### config.mk
export PLATFORM = sky130hd
export DESIGN_NAME = pc_ctrl_flat
export DESIGN_NICKNAME = d
export VERILOG_FILES = /design/src/rtl/pc_ctrl_pkg.sv /design/src/rtl/pc_ctrl_if.sv /design/src/rtl/pc_ctrl_flush_counter.sv /design/src/rtl/pc_ctrl.sv /design/src/flat_wrapper.sv
export SDC_FILE = /design/constraint.sdc
export NUM_CORES = 1
export LEC_CHECK = 0
export ABC_AREA = 1
export BUFFER_PORTS_ARGS = -buffer_cell sky130_fd_sc_hd__buf_2
export CORE_MARGIN = 5
export CORE_UTILIZATION = 50
export DETAILED_ROUTE_END_ITERATION = 8
export PLACE_DENSITY = 0.77
export SETUP_SLACK_MARGIN = 0.4
export SKIP_CTS_REPAIR_TIMING = 1
export SLEW_MARGIN = 20
export SYNTH_ARGS = -nofsm -noshare
export SYNTH_HDL_FRONTEND = slang
export SYNTH_HIERARCHICAL = 1
export SYNTH_SLANG_ARGS = --single-unit
### constraint.sdc
create_clock -name clk -period 2.25 [get_ports clk]
set_clock_uncertainty 0.15 [all_clocks]
set_input_delay 0.225 -clock clk [delete_from_list [all_inputs] [get_ports clk]]
set_output_delay 0.225 -clock clk [all_outputs]
set_load 0.01 [all_outputs]
### src/rtl/pc_ctrl_pkg.sv
// Shared definitions for the pc_ctrl front-end: FSM encodings, NOP word,
// default reset PC and the word-alignment helper.
package pc_ctrl_pkg;

  typedef enum logic [1:0] {
    STATE_BOOT     = 2'd0,
    STATE_RUN      = 2'd1,
    STATE_REDIRECT = 2'd2,
    STATE_HOLD     = 2'd3
  } state_e;

  localparam logic [31:0] NOP_INSN         = 32'h0000_0013;
  localparam logic [31:0] DEFAULT_RESET_PC = 32'h0000_0000;
  localparam int          FLUSH_CNT_W      = 3;

  function automatic logic [31:0] align_word(input logic [31:0] addr);
    return {addr[31:2], 2'b00};
  endfunction

endpackage

### src/rtl/pc_ctrl_if.sv
// Execute-to-front-end control bus: redirect/hold requests in, fetch request
// and pipeline flush/stall out. pc_ctrl sits on the slave side.
interface pc_ctrl_if;

  logic [31:0] jump_addr_i;
  logic        jump_en_i;
  logic        hold_flag_i;
  logic        fetch_ready_i;
  logic [31:0] pc_o;
  logic        fetch_valid_o;
  logic        flush_o;
  logic        stall_o;
  logic        misalign_o;

  modport master (
    output jump_addr_i, jump_en_i, hold_flag_i, fetch_ready_i,
    input  pc_o, fetch_valid_o, flush_o, stall_o, misalign_o
  );

  modport slave (
    input  jump_addr_i, jump_en_i, hold_flag_i, fetch_ready_i,
    output pc_o, fetch_valid_o, flush_o, stall_o, misalign_o
  );

endinterface

### src/rtl/pc_ctrl_flush_counter.sv
// Loadable down-counter that times the post-jump flush window; saturates at 0.
module pc_ctrl_flush_counter
  import pc_ctrl_pkg::*;
#(
  parameter int W = FLUSH_CNT_W
) (
  input  logic         clk,
  input  logic         rst,
  input  logic         load_i,
  input  logic [W-1:0] load_val_i,
  output logic [W-1:0] count_o,
  output logic         busy_o
);

  logic [W-1:0] cnt_q, cnt_d;

  always_comb begin
    cnt_d = cnt_q;
    if (load_i)
      cnt_d = load_val_i;
    else if (cnt_q != '0)
      cnt_d = cnt_q - W'(1);
  end

  always_ff @(posedge clk or posedge rst) begin
    if (rst) cnt_q <= '0;
    else     cnt_q <= cnt_d;
  end

  assign count_o = cnt_q;
  assign busy_o  = |cnt_q;

endmodule

### src/rtl/pc_ctrl.sv
// Program-counter owner for the RV32I front-end: turns execute's jump/hold
// requests into PC updates, fetch requests and IF/ID + ID/EX flush/stall.
module pc_ctrl
  import pc_ctrl_pkg::*;
#(
  parameter logic [31:0] RESET_PC     = DEFAULT_RESET_PC,
  parameter int          FLUSH_CYCLES = 2
) (
  input  logic        clk,
  input  logic        rst,
  pc_ctrl_if.slave    bus
);

  localparam logic [FLUSH_CNT_W-1:0] FLUSH_RELOAD = FLUSH_CNT_W'(FLUSH_CYCLES - 1);
  // A single-cycle flush is fully covered by the jump cycle itself.
  localparam state_e JUMP_STATE = (FLUSH_CYCLES > 1) ? STATE_REDIRECT : STATE_RUN;

  state_e                 state_q, state_d;
  logic [31:0]            pc_q, pc_d;
  logic                   misalign_q, misalign_d;
  logic                   take_jump, take_hold, handshake;
  logic                   fetch_valid, flush, stall;
  logic [FLUSH_CNT_W-1:0] flush_cnt;
  logic                   flush_busy;

  assign take_jump = bus.jump_en_i && (state_q != STATE_BOOT);
  assign take_hold = bus.hold_flag_i && !bus.jump_en_i &&
                     ((state_q == STATE_RUN) || (state_q == STATE_HOLD));

  pc_ctrl_flush_counter #(.W(FLUSH_CNT_W)) u_flush_counter (
    .clk        (clk),
    .rst        (rst),
    .load_i     (take_jump),
    .load_val_i (FLUSH_RELOAD),
    .count_o    (flush_cnt),
    .busy_o     (flush_busy)
  );

  always_ff @(posedge clk or posedge rst) begin
    if (rst) state_q <= STATE_BOOT;
    else     state_q <= state_d;
  end

  always_comb begin
    state_d = state_q;
    case (state_q)
      STATE_BOOT: state_d = STATE_RUN;
      STATE_RUN, STATE_HOLD: begin
        if (take_jump)      state_d = JUMP_STATE;
        else if (take_hold) state_d = STATE_HOLD;
        else                state_d = STATE_RUN;
      end
      STATE_REDIRECT: begin
        if (take_jump)               state_d = JUMP_STATE;
        else if (flush_cnt <= 3'd1)  state_d = STATE_RUN;
        else                         state_d = STATE_REDIRECT;
      end
      default: state_d = STATE_BOOT;
    endcase
  end

  // hold_flag_i is ignored in REDIRECT: the instruction raising it is being flushed.
  always_comb begin
    fetch_valid = 1'b0;
    flush       = 1'b0;
    stall       = 1'b0;
    case (state_q)
      STATE_RUN, STATE_HOLD: begin
        fetch_valid = !take_hold;
        flush       = take_jump;
        stall       = take_hold;
      end
      STATE_REDIRECT: begin
        fetch_valid = 1'b1;
        flush       = take_jump || flush_busy;
      end
      default: ;
    endcase
  end

  assign handshake = fetch_valid && bus.fetch_ready_i;

  always_comb begin
    pc_d       = pc_q;
    misalign_d = misalign_q;
    if (take_jump) begin
      pc_d = align_word(bus.jump_addr_i);
      if (bus.jump_addr_i[1:0] != 2'b00)
        misalign_d = 1'b1;
    end else if (handshake) begin
      pc_d = pc_q + 32'd4;
    end
  end

  always_ff @(posedge clk or posedge rst) begin
    if (rst) begin
      pc_q       <= RESET_PC;
      misalign_q <= 1'b0;
    end else begin
      pc_q       <= pc_d;
      misalign_q <= misalign_d;
    end
  end

  assign bus.pc_o          = pc_q;
  assign bus.fetch_valid_o = fetch_valid;
  assign bus.flush_o       = flush;
  assign bus.stall_o       = stall;
  assign bus.misalign_o    = misalign_q;

endmodule

### src/flat_wrapper.sv
// flat-port wrapper written by rule: the top's interface ports become plain ports
module pc_ctrl_flat import pc_ctrl_pkg::*;
#(
  parameter logic [31:0] RESET_PC     = DEFAULT_RESET_PC,
  parameter int          FLUSH_CYCLES = 2
)
  (clk, rst, bus_jump_addr_i, bus_jump_en_i, bus_hold_flag_i, bus_fetch_ready_i, bus_pc_o, bus_fetch_valid_o, bus_flush_o, bus_stall_o, bus_misalign_o);
  pc_ctrl_if bus_i ();
  input  logic clk;
  input  logic rst;
  input wire logic [$bits(bus_i.jump_addr_i)-1:0] bus_jump_addr_i;
  input wire logic [$bits(bus_i.jump_en_i)-1:0] bus_jump_en_i;
  input wire logic [$bits(bus_i.hold_flag_i)-1:0] bus_hold_flag_i;
  input wire logic [$bits(bus_i.fetch_ready_i)-1:0] bus_fetch_ready_i;
  output wire logic [$bits(bus_i.pc_o)-1:0] bus_pc_o;
  output wire logic [$bits(bus_i.fetch_valid_o)-1:0] bus_fetch_valid_o;
  output wire logic [$bits(bus_i.flush_o)-1:0] bus_flush_o;
  output wire logic [$bits(bus_i.stall_o)-1:0] bus_stall_o;
  output wire logic [$bits(bus_i.misalign_o)-1:0] bus_misalign_o;
  assign bus_i.jump_addr_i = bus_jump_addr_i;
  assign bus_i.jump_en_i = bus_jump_en_i;
  assign bus_i.hold_flag_i = bus_hold_flag_i;
  assign bus_i.fetch_ready_i = bus_fetch_ready_i;
  assign bus_pc_o = bus_i.pc_o;
  assign bus_fetch_valid_o = bus_i.fetch_valid_o;
  assign bus_flush_o = bus_i.flush_o;
  assign bus_stall_o = bus_i.stall_o;
  assign bus_misalign_o = bus_i.misalign_o;
  pc_ctrl #(.RESET_PC(RESET_PC), .FLUSH_CYCLES(FLUSH_CYCLES)) u_core (.clk(clk), .rst(rst), .bus(bus_i));
endmodule
==> Word-level counts from Yosys, hierarchy flattened <==
Index checks and enable logic that the tools add are counted.
{ "word_totals": {"output_inout_bits": 36, "reg_bits": 38, "elab_cells": 39, "in_bits": 37} }
{ "op_classes": {"reduce_logical": 17, "mux": 12, "eq_ne": 3, "add_sub_neg": 2, "magnitude_cmp": 1} }
{ "op_table": {"columns": ["op", "count"], "rows": [
  ["32-bit 2-to-1 mux", 2],
  ["32-bit by 3-bit adder with 32-bit output, second input constant", 1],
  ["2-bit 2-to-1 mux", 4],
  ["2-bit nonzero test", 4],
  ["3-bit 2-to-1 mux", 2],
  ["2-bit one-hot mux with 3 select lines", 1],
  ["2-bit equality test, second input constant", 2],
  ["1-bit logical AND", 4],
  ["1-bit one-hot mux with 2 select lines", 2],
  ["3-bit by 1-bit less-or-equal comparator with 1-bit output, second input constant", 1],
  ["3-bit nonzero test", 1],
  ["3-bit OR reduction", 1],
  ["3-bit by 1-bit subtractor with 3-bit output, second input constant", 1],
  ["2-bit by 1-bit equality test with 1-bit output, second input constant", 1],
  ["1-bit logical NOT", 2],
  ["2-bit logical NOT", 1],
  ["1-bit logical OR", 2],
  ["2-bit AND reduction", 1],
  ["2-bit OR reduction", 1],
  ["1-bit 2-to-1 mux", 1]
]} }

==> Logic depth before layout (Yosys ltp) <==
Gate-level depths: netlist of the first run.
{ "logic_depth": {"depth_word": 8, "ltp_mapped": 10, "mapped_depth_nobuf": 10} }

==> Cells and area by module <==
Netlist of the first run, hierarchy kept.
{ "modules_own_cells": {"columns": ["mod", "cells_each", "area_per_inst_um2", "instances", "seq_area_each_um2"], "rows": [
  ["pc_ctrl", 384, 2428.6, 1, 825.8],
  ["pc_ctrl_flush_counter", 30, 203.9, 1, 75.1]
]} }

==> Worst setup path before layout of the first run <==
Ideal clock, no wire load.
{ "synth_timing": {"kind": "register to register", "from": "register u_core.pc_q[2], in the netlist u_core/bus.pc_o[2]", "to": "register u_core.pc_q[22], in the netlist u_core/bus.pc_o[22]", "period_less_slack_ns": 1.670, "setup_ns": 0.116, "t_required_ns": 1.984, "path_buffers": 0, "t_arrival_ns": 1.404, "setup_slack_ns": 0.580, "path_stages_with_launch": 11, "path_cell_list": "dfrtp_1 > ha_1 > nand2_1 > nor2_1 > nand2_2 > nor2_4 > nand2_1 > nand2_1 > nand3_1 > nand2_1 > nand2_1"} }
{ "synth_via": {"elab_chain_cells": 3} }
{ "synth_rtl": {"columns": ["element", "line_no", "rtl"], "rows": [
  ["from (decl)", "pc_ctrl.sv:19", "logic [31:0] pc_q, pc_d;"],
  ["from (signal assigned)", "pc_ctrl.sv:100", "pc_q <= pc_d;"],
  ["32-bit by 3-bit adder with 32-bit output", "pc_ctrl.sv:91", "pc_d = pc_q + 32'd4;"],
  ["32-bit 2-to-1 mux", "pc_ctrl.sv:90", "end else if (handshake) begin"],
  ["32-bit 2-to-1 mux", "pc_ctrl.sv:86", "if (take_jump) begin"]
]} }
Every way passes these cells. The select of a mux whose other input is x is not followed.
A chain may end at the register's enable or synchronous reset.

==> Final worst setup path of the first run <==
{ "layout_timing": {"from": "register u_core.u_flush_counter.cnt_q[1], in the netlist u_core/u_flush_counter/count_o[1]", "to": "output port bus_flush_o"} }
{ "layout_via": {"elab_chain_cells": 3} }
{ "layout_rtl": {"columns": ["element", "line_no", "rtl"], "rows": [
  ["from (decl)", "pc_ctrl_flush_counter.sv:15", "logic [W-1:0] cnt_q, cnt_d;"],
  ["from (signal assigned)", "pc_ctrl_flush_counter.sv:27", "else cnt_q <= cnt_d;"],
  ["3-bit OR reduction", "pc_ctrl_flush_counter.sv:31", "assign busy_o = |cnt_q;"],
  ["via u_core.flush_busy", "pc_ctrl.sv:24", "logic flush_busy;"],
  ["1-bit logical OR", "pc_ctrl.sv:75", "flush = take_jump || flush_busy;"],
  ["1-bit one-hot mux with 2 select lines", "pc_ctrl.sv:67", "case (state_q)"],
  ["to (decl)", "flat_wrapper.sv:17", "output wire logic [$bits(bus_i.flush_o)-1:0] bus_flush_o;"]
]} }
The timed path passes the listed nets, and every way through them passes these cells.

==> reports/summary.txt, run 1 <==
depth of the worst register-to-register path: 10
Finished Layout Cells: 559
min-delay worst type: in2reg
row count: 26
Cell Area, Synth: 0.00263 mm²
reg2reg setup slack: 0.56 ns
Yosys warning count: 6
area of the die: 0.00682 mm²
RSZ-0062 raised after global routing: false
CTS tree: built
setup total negative slack: 0 ns
worst vdd ir: 0.000822 V
number of global-route vias before repair: 2733
Max Clk Rate: 0.580 GHz
proportion of layout cells with a drive suffix above 1: 22.5%
RR Startpoint: u_core/bus.pc_o[3]$_DFFE_PP0P_
clock power share: 14.3%
drt initial violations: 289
Port Buffers: 70
antenna violations before repair: 0
wire per inst: 13.3 µm
register area share after synthesis: 34.2%
Clock transition at path regs: 0.08 ns
CP Launch Type: flop
final std cell area, no fill: 0.00319 mm²
Syn Area/Cell: 6.36 µm²
max-cap violations: 0
gr usage total: 23.4%
#FFs+latches synth: 36
Cells after Synth: 414
CP arrival: 1.35 ns
Crit path required time: 1.88 ns
Vias/cell: 5.15
DR pass1 iterations: 5
Routed Wire Length: 7430 µm
leak pwr: 1.61 nW
Starting Density: 51.5%
NetSw: 1.98 mW
H-tree level count: 2
sequential share of power: 34.4%
diode count: 0
placed cell area: 0.00301 mm²
fin util: 62.4%
hold_ws: 0.0150 ns
Yosys cell types: 34
largest net degree at the start of global routing: 34
Worst-Skew Late Latency: 0.29 ns
clock tree buffer depth: 2
CP Capture Type: output port
DRC Markers: 0
worst hold endpoint: u_core/bus.pc_o[21]$_DFFE_PP0P_
reg-to-reg endpoint: u_core/bus.pc_o[30]$_DFFE_PP0P_
Slew Viols, Final: 0
pwr dens: 1250 mW/mm²
Final period util: 76.7%
P_int: 2.02 mW
boundary pin count: 73
vias: 2878
crit path max fanout: 3
Final Hold Viols: 0
outcome: finished clean
global-route wire length before repair: 12500 µm
post-route ant nets: 0
post-placement cell count: 549
dpl hpwl: 5540 µm
clk root buf: clkbuf_8
final setup vio count: 0
CTS Buf Count: 5
Setup CP Type: reg2out
Nets: 528
hold path startpoint: bus_jump_addr_i[21]
layout overhead on the synthesized area: 21.1%
gp weighted congestion: 0.882
core box area: 0.00511 mm²
crit path time final: 1.73 ns
Die Ht: 82.6 µm
Die X: 82.6 µm
Sw Share: 49.4%
Combinational Power Share: 51.3%
clk sink count: 36
GRT Residual Overflow: 0
WHS Path Cells: 3
-- power by group through the flow --
stage               logic (mW)  registers [mW]  clock network (mW)
finish                    2.05            1.38               0.573
global route              2.33            1.44               0.614
CTS                       1.99            1.37               0.578
detailed placement        1.98            1.38                   0
global placement          1.93            1.37                   0
floorplan                 1.30            1.41                   0
-- cells by family after synthesis --
family | after synthesis | synth area share (%)
and+or+nand+nor | 280 | 45.3
buffers and inverters | 52 | 9.46
AOI/OAI and AO/OA | 38 | 8.27
DFF | 36 | 34.2
xor gates and xnor gates | 3 | 0.998
adders and majority gates | 3 | 1.43
other | 2 | 0.285
-- worst max-delay path: stages (launching register included) --
cell     delay [ns]
dfrtp_1        0.40
inv_1          0.09
ha_2           0.19
nand2_2        0.07
o21ai_1        0.12
a21oi_1        0.05
buf_2          0.14
-- stage by stage --
stage / power, mW / worst slack, ns
5_1_grt: 4.39 / 0.406
3_5_place_dp: 3.36 / 0.464
6_report: 4.00 / 0.525
2_1_floorplan: 2.71 / 0.580
3_3_place_gp: 3.30 / 0.528
4_1_cts: 3.94 / 0.432
-- worst max-delay path by stage --
| stage | from | endpoint | slack [ns] | cells past startpoint |
|---|---|---|---|---|
| after CTS | u_core/bus.pc_o[2]$_DFFE_PP0P_ | u_core/bus.pc_o[28]$_DFFE_PP0P_ | 0.43 | 10 |
| after detailed placement | u_core/bus.pc_o[2]$_DFFE_PP0P_ | u_core/bus.pc_o[28]$_DFFE_PP0P_ | 0.46 | 10 |
| final | u_core/u_flush_counter/count_o[1]$_DFFE_PP0P_ | bus_flush_o | 0.52 | 6 |
| after floorplan | u_core/bus.pc_o[2]$_DFFE_PP0P_ | u_core/bus.pc_o[22]$_DFFE_PP0P_ | 0.58 | 10 |
| after global routing | u_core/bus.pc_o[3]$_DFFE_PP0P_ | u_core/bus.pc_o[30]$_DFFE_PP0P_ | 0.41 | 10 |
| after global placement | u_core/bus.pc_o[2]$_DFFE_PP0P_ | u_core/bus.pc_o[26]$_DFFE_PP0P_ | 0.53 | 10 |
-- flip-flops by register name (all words and copies together), names as in the netlist --
signal,cells
u_core/bus.misalign_o,1
u_core/state_q,2
u_core/bus.pc_o,30
u_core/u_flush_counter/count_o,3
-- placed cells by master, fill, tap and decap left out, types with 3 or more instances in the layout --
cell type and n:
conb_1 5, dfrtp_1 35, nand4_1 3, nor3_1 6, inv_2 3, nand2_2 4
inv_1 36, o21ai_1 7, o22ai_1 4, nor2_2 10, nor2_1 75, buf_4 3
buf_2 70, a21oi_1 9, clkbuf_8 5, nand3_1 36, o21ai_0 10, xor2_1 3
nor2_4 4, nand2_1 135
-- cell type report --
type,instances,area (µm²)
Clock inverter,2,35.0
Timing Repair Buffer,75,394
Tap cell,70,87.6
Inverter,41,164
Multi-Input combinational cell,329,1530
Fill cell,491,1920
Clock buffer,6,72.6
Sequential cell,36,902
-- routing by layer --
layer  wire [µm]  part of all wire, %  GRT usage [%]  vias up
met2        3650                   49           39.5       95
met1        3200                   43           30.5     1326
met4          42                 0.57           4.90        0
met3         536                  7.2           5.31        6
met5           0                    0              0        -
li1            -                    -              -     1451
-- cells in the mapped netlist (all sizes together) --
cell,instances,area [µm²]
o22ai,4,25.0
nand3,38,208
ha,3,37.5
xor2,3,26.3
inv,41,159
a31oi,1,6.26
nor3,6,30.0
o21bai,1,7.51
a211oi,1,7.51
nand4,3,18.8
a22oi,2,15.0
nand3b,1,7.51
o311ai,1,8.76
and2,2,12.5
o211ai,1,7.51
o21ai,17,85.1
a21oi,9,45.0
nand2,141,556
nor2,89,362
dfrtp,36,901
buf,11,90.1
conb,2,7.51
o211a,1,10.0
Note: power is estimated with default switching activity, not from simulation.
==> run 2, diff against run 1 <==
ABC_AREA = 0   (was 1)
PLACE_DENSITY = 0.79   (was 0.77)
clock period = 1.78 ns   (was 2.25 ns; I/O delays follow)
==> run 2 against run 1 <==
The flow now finishes with violations (negative hold slack, negative setup slack). Global-route usage is 1.9 points lower. Wire length is 21% higher. Worst setup slack worse by 0.73 ns. Register-to-register slack worse by 0.76 ns. Total power is 38% higher. Clock power is 11% higher. Combinational power is 57% higher. Via count is 6.4% lower. Critical path depth is 1 higher. First-iteration DRC count is 35% higher. Sequential share of layout area is 3.2 points lower. Critical endpoint is now u_core/bus.pc_o[26]$_DFFE_PP0P_.
==> reports/summary.txt, run 2 <==
layout overhead on the synthesized area: 65.8%
CP Launch Type: flop
final setup vio count: 11
top post-synthesis cells by area: dfrtp_1 41%, xor2_1 6.4%, nand2_1 4.8%, nor2_1 4.5%, nand4_1 3.4%
Starting Density: 50.8%
largest net degree at the start of global routing: 34
Final period util: 111%
setup total negative slack: -0.668 ns
min-delay worst type: in2reg
count leader, synth: dfrtp_1
RSZ-0062 raised after global routing: true
highest-count cells in the layout ignoring fill and taps: 69 x buf_2, 37 x buf_4, 28 x dfrtp_1, 23 x nand2_1, 20 x nor2_1
most common library cell in the layout ignoring fill and taps: buf_2
Cells after Synth: 249
DR pass1 iterations: 5
drt initial violations: 390
area of the die: 0.00579 mm²
vias: 2694
wire per inst: 20.3 µm
EDFF count, synth: 0
Die Ht: 76.1 µm
dominant synthesized flop cell: dfrtp_1
XOR/XNOR share of the synthesized area: 7.62%
antenna violations before repair: 0
failing checks: negative hold slack, negative setup slack
Setup CP Type: reg2reg
Post-Synth Simple-Gate Area: 27.2%
GRT Residual Overflow: 0
register area share after synthesis: 41.3%
Syn Area/Cell: 8.77 µm²
gp weighted congestion: 0.869
mux share of post-synthesis cell area: 0.458%
gr usage total: 21.5%
fill count: 235
CTS tree: built
clk sink count: 36
boundary pin count: 73
core box area: 0.00429 mm²
clock tree buffer depth: 2
Slew Viols, Final: 0
row count: 24
CP Capture Type: flop
global-route wire length before repair: 10400 µm
pwr dens: 1520 mW/mm²
proportion of layout cells with a drive suffix above 1: 47.7%
post-route ant nets: 0
Nets: 429
Worst-Skew Late Latency: 0.30 ns
Die X: 76.1 µm
Yosys cell types: 46
outcome: finished, violations left
Crit path required time: 1.83 ns
CTS Buf Count: 5
crit path max fanout: 5
setup slack at placement: -0.0375 ns
Max Clk Rate: 0.504 GHz
Yosys warning count: 6
hold_ws: -0.0432 ns
Routed Wire Length: 8970 µm
DRC Markers: 0
largest family of logic cells by synthesized area: simple AND/OR/NAND/NOR gates
Clock transition at path regs: 0.08 ns
max reg flops: 30
Cell Area, Synth: 0.00218 mm²
leak pwr: 1.65 nW
Final Hold Viols: 2
clk root buf: clkbuf_8
max-cap violations: 0
worst vdd ir: 0.000913 V
Port Buffers: 70
Post-synth top cells: 36 x dfrtp_1, 28 x nand2_1, 26 x nor2_1, 16 x xor2_1, 13 x nand3_1
adder-cell share of the synthesized area: 1.72%
CP arrival: 2.03 ns
Final WS setup: -0.203 ns
Power, Total: 5.50 mW
cell taking the most area after synthesis: dfrtp_1
Synth top area share: 41.3%
dpl hpwl: 4660 µm
diode count: 0
Synth Area in Compound Gates: 16.7%
Vias/cell: 6.10
crit path time final: 1.98 ns
H-tree level count: 2
Post-synth ARST share: 100%
#FFs+latches synth: 36
number of global-route vias before repair: 2298
==> run 2: kinds of logic after synthesis <==
kind of cell               after synthesis
buffers and inverters                   23
AOI/OAI and AO/OA                       57
muxes                                    1
xor gates and xnor gates                19
adders and majority gates                3
and+or+nand+nor                        108
other                                    2
DFF                                     36
==> run 2: through the flow <==
stage	cells	utilization [%]	area (µm²)
finish	442	84.3	3620
global route	442	84.3	3620
CTS	404	69.3	2980
detailed placement	396	67.2	2890
global placement	396	67.2	2890
floorplan	252	-	2280
==> run 2: report_power, final <==
| group | switching (mW) | internal [mW] |
|---|---|---|
| sequential | 0.444 | 1.20 |
| combinational | 1.74 | 1.48 |
| clock | 0.319 | 0.316 |
==> run 2: layer usage <==
layer	GRT usage (%)	part of all wire, %	vias to the layer above
met5	0	0	-
met4	7.87	5.7	0
met3	5.44	9.8	60
met2	35.0	48	211
met1	27.4	37	1257
li1	-	-	1166
==> run 2: layout make-up <==
type,count,area (µm²),area share [%]
well taps,52,65.1,1.80
clock buffers,8,90.1,2.49
multi-input cells,193,1480,40.9
inverters,12,63.8,1.76
repair buffers,140,1000,27.6
repair inverters,1,8.76,0.242
flip-flops and latches,36,911,25.2
==> run 2: worst paths after layout <==
check / slack, ns / from / depth (start not counted) / to
worst max-delay path: -0.20 / u_core/bus.pc_o[3]$_DFFE_PP0P_ / 7 / u_core/bus.pc_o[26]$_DFFE_PP0P_
worst min register to register: 0.33 / u_core/bus.misalign_o$_DFFE_PP0P_ / 1 / u_core/bus.misalign_o$_DFFE_PP0P_
max in group asynchronous: 0.74 / rst / 4 / u_core/bus.pc_o[2]$_DFFE_PP0P_
worst min-delay path: -0.04 / bus_jump_addr_i[15] / 3 / u_core/bus.pc_o[15]$_DFFE_PP0P_
min in group asynchronous: 0.16 / rst / 3 / u_core/u_flush_counter/count_o[1]$_DFFE_PP0P_
worst max register to register: -0.20 / u_core/bus.pc_o[3]$_DFFE_PP0P_ / 7 / u_core/bus.pc_o[26]$_DFFE_PP0P_
==> run 2: critical path: stages (launching register included) <==
cell and delay (ns):
dfrtp_2 0.43, ha_4 0.20, nand3_4 0.09, nor4_4 0.31, buf_4 0.21, nand3_2 0.07
xor2_1 0.18, o22ai_1 0.23
==> run 3, diff against run 2 <==
CELL_PAD_IN_SITES_DETAIL_PLACEMENT = 0   (was unset)
CELL_PAD_IN_SITES_GLOBAL_PLACEMENT = 2   (was unset)
CORE_UTILIZATION = 29   (was 50)
PLACE_DENSITY = unset   (was 0.79)
PLACE_DENSITY_LB_ADDON = 0.1   (was unset)
==> run 3 against run 2 <==
The flow finishes with violations (negative hold slack). Via count down 9.6%. Count of clock-buffer cells in the layout unchanged. Die area up 62%. Wire length shrank 12%. Sequential share of layout area decreased by 2.1 points. Final cell count up 14%. Maximum frequency grew 16%. Non-clock buffer count is 17 higher. Sequential cell count did not move. Largest power group unchanged.
==> reports/summary.txt, run 3 (same netlist as run 2, synthesis figures left out) <==
Combinational Power Share: 60.3%
Worst-Skew Late Latency: 0.29 ns
sequential share of power: 28.5%
drt initial violations: 86
depth of the worst register-to-register path: 6
core box area: 0.00729 mm²
RSZ-0062 raised after global routing: true
CP arrival: 1.77 ns
highest-count cells in the layout ignoring fill and taps: 68 x buf_2, 44 x buf_4, 27 x dfrtp_1, 22 x nand2_1, 21 x dlygate4sd3_1
Port Buffers: 70
hold_ws: -0.0275 ns
cell breakdown of the critical path: nand4_4 -> nor4_4 -> buf_4 -> nand4_1 -> xor2_1 -> o22ai_1
Final period util: 96.3%
gr usage total: 14.4%
global-route wire length before repair: 11200 µm
CTS Buf Count: 5
clk sink count: 36
DRC Markers: 0
CP Launch Type: flop
GRT Max-Usage Layer: met2
Die Ht: 96.8 µm
NetSw: 2.35 mW
FF/Latch Area: 912 µm²
proportion of layout cells with a drive suffix above 1: 51.4%
dpl hpwl: 5160 µm
clk root buf: clkbuf_8
crit path max fanout: 6
leak pwr: 1.77 nW
Sw Share: 42.0%
GRT Residual Overflow: 0
clock tree buffer depth: 2
CP Capture Type: flop
post-route ant nets: 0
WHS Path Cells: 3
max reg flops: 30
worst vdd ir: 0.000655 V
Finished Layout Cells: 506
most common library cell in the layout ignoring fill and taps: buf_2
failing checks: negative hold slack
layout overhead on the synthesized area: 80.9%
Final WS setup: 0.0650 ns
Nets: 446
Vias/cell: 4.81
fill count: 722
antenna violations before repair: 0
gp weighted congestion: 0.763
area of the multi-input gates: 0.00153 mm²
vias: 2436
Max Clk Rate: 0.583 GHz
outcome: finished, violations left
number of global-route vias before repair: 2237
Setup CP Type: reg2reg
area of the die: 0.00936 mm²
Slew Viols, Final: 0
CP max stage cell: dfrtp_2
final setup vio count: 0
Power, Total: 5.59 mW
setup total negative slack: 0 ns
worst relative slew slack: 66.7%
Routed Wire Length: 7890 µm
DR pass1 iterations: 4
met2 Use GR: 23.9%
boundary pin count: 73
row count: 31
Die X: 96.8 µm
min-delay worst type: in2reg
max-cap violations: 0
Final Hold Viols: 4
largest net degree at the start of global routing: 42
Starting Density: 29.9%
Buffers & Inverters on Critical Path: 1
Critical Path Stages: 6
Global Route met3 Usage: 3.67%
post-placement cell count: 448
Worst-Margin Slew: 0.498 ns
diode count: 0
CTS tree: built
wire per inst: 15.6 µm
met1 global-route usage: 19.0%
P_int: 3.24 mW
Crit path required time: 1.84 ns
delay-heaviest family, CP: simple AND/OR/NAND/NOR gates
H-tree level count: 2
Clock transition at path regs: 0.08 ns
setup slack at placement: 0.0214 ns
CP peak stage delay: 0.40 ns
crit path time final: 1.71 ns
pwr dens: 1410 mW/mm²
clock power share: 11.2%
run 3: cell count changes in the layout (fill, tap and decap cells not counted), sizes merged:
cell         previous run  this run
buf                   121       133
clkbuf                  8        11
dlygate4sd3            19        21
inv                    13        12
nand3                  14        15
run 3: power groups by stage:
stage	clock network, mW	logic, mW	registers (mW)
3_5_place_dp	0	2.48	1.56
6_report	0.627	3.37	1.59
2_1_floorplan	0	1.11	1.79
4_1_cts	0.651	2.50	1.55
5_1_grt	0.668	3.66	1.66
3_3_place_gp	0	2.50	1.56
run 3: final timing paths:
check,startpoint,endpoint,slack (ns)
max,u_core/bus.pc_o[10]$_DFFE_PP0P_,u_core/bus.pc_o[28]$_DFFE_PP0P_,0.07
min,bus_jump_addr_i[11],u_core/bus.pc_o[11]$_DFFE_PP0P_,-0.03
max reg2reg,u_core/bus.pc_o[10]$_DFFE_PP0P_,u_core/bus.pc_o[28]$_DFFE_PP0P_,0.07
min reg2reg,u_core/bus.misalign_o$_DFFE_PP0P_,u_core/bus.misalign_o$_DFFE_PP0P_,0.33
max in group asynchronous,rst,u_core/bus.pc_o[10]$_DFFE_PP0P_,0.64
min in group asynchronous,rst,u_core/u_flush_counter/count_o[2]$_DFFE_PP0P_,0.16
run 3: worst reg2reg max path, cell delays in order (launching register included):
cell     delay (ns)
dfrtp_2        0.40
nand4_4        0.18
nor4_4         0.28
buf_4          0.20
nand4_1        0.11
xor2_1         0.16
o22ai_1        0.16
run 3: final cells by class:
| class | instances | area share [%] |
|---|---|---|
| multi-input cells | 194 | 38.7 |
| repair buffers | 157 | 31.5 |
| flip-flops and latches | 36 | 23.1 |
| well taps | 99 | 3.14 |
| clock buffers | 8 | 2.28 |
| inverters | 12 | 1.33 |
run 3: metal layers:
metal,routed length (µm),vias up
met4,40,0
met1,3680,1167
met2,3850,58
met5,0,-
met3,330,4
li1,-,1207
run 3: through the flow:
stage | hold WS [ns] | utilization [%] | instance area (µm²)
2_1_floorplan | -0.218 | - | 2280
3_3_place_gp | -0.0866 | 41.2 | 3010
3_5_place_dp | -0.0843 | 41.2 | 3010
4_1_cts | -0.401 | 42.5 | 3100
5_1_grt | 0.00463 | 54.2 | 3950
6_report | -0.0275 | 54.2 | 3950
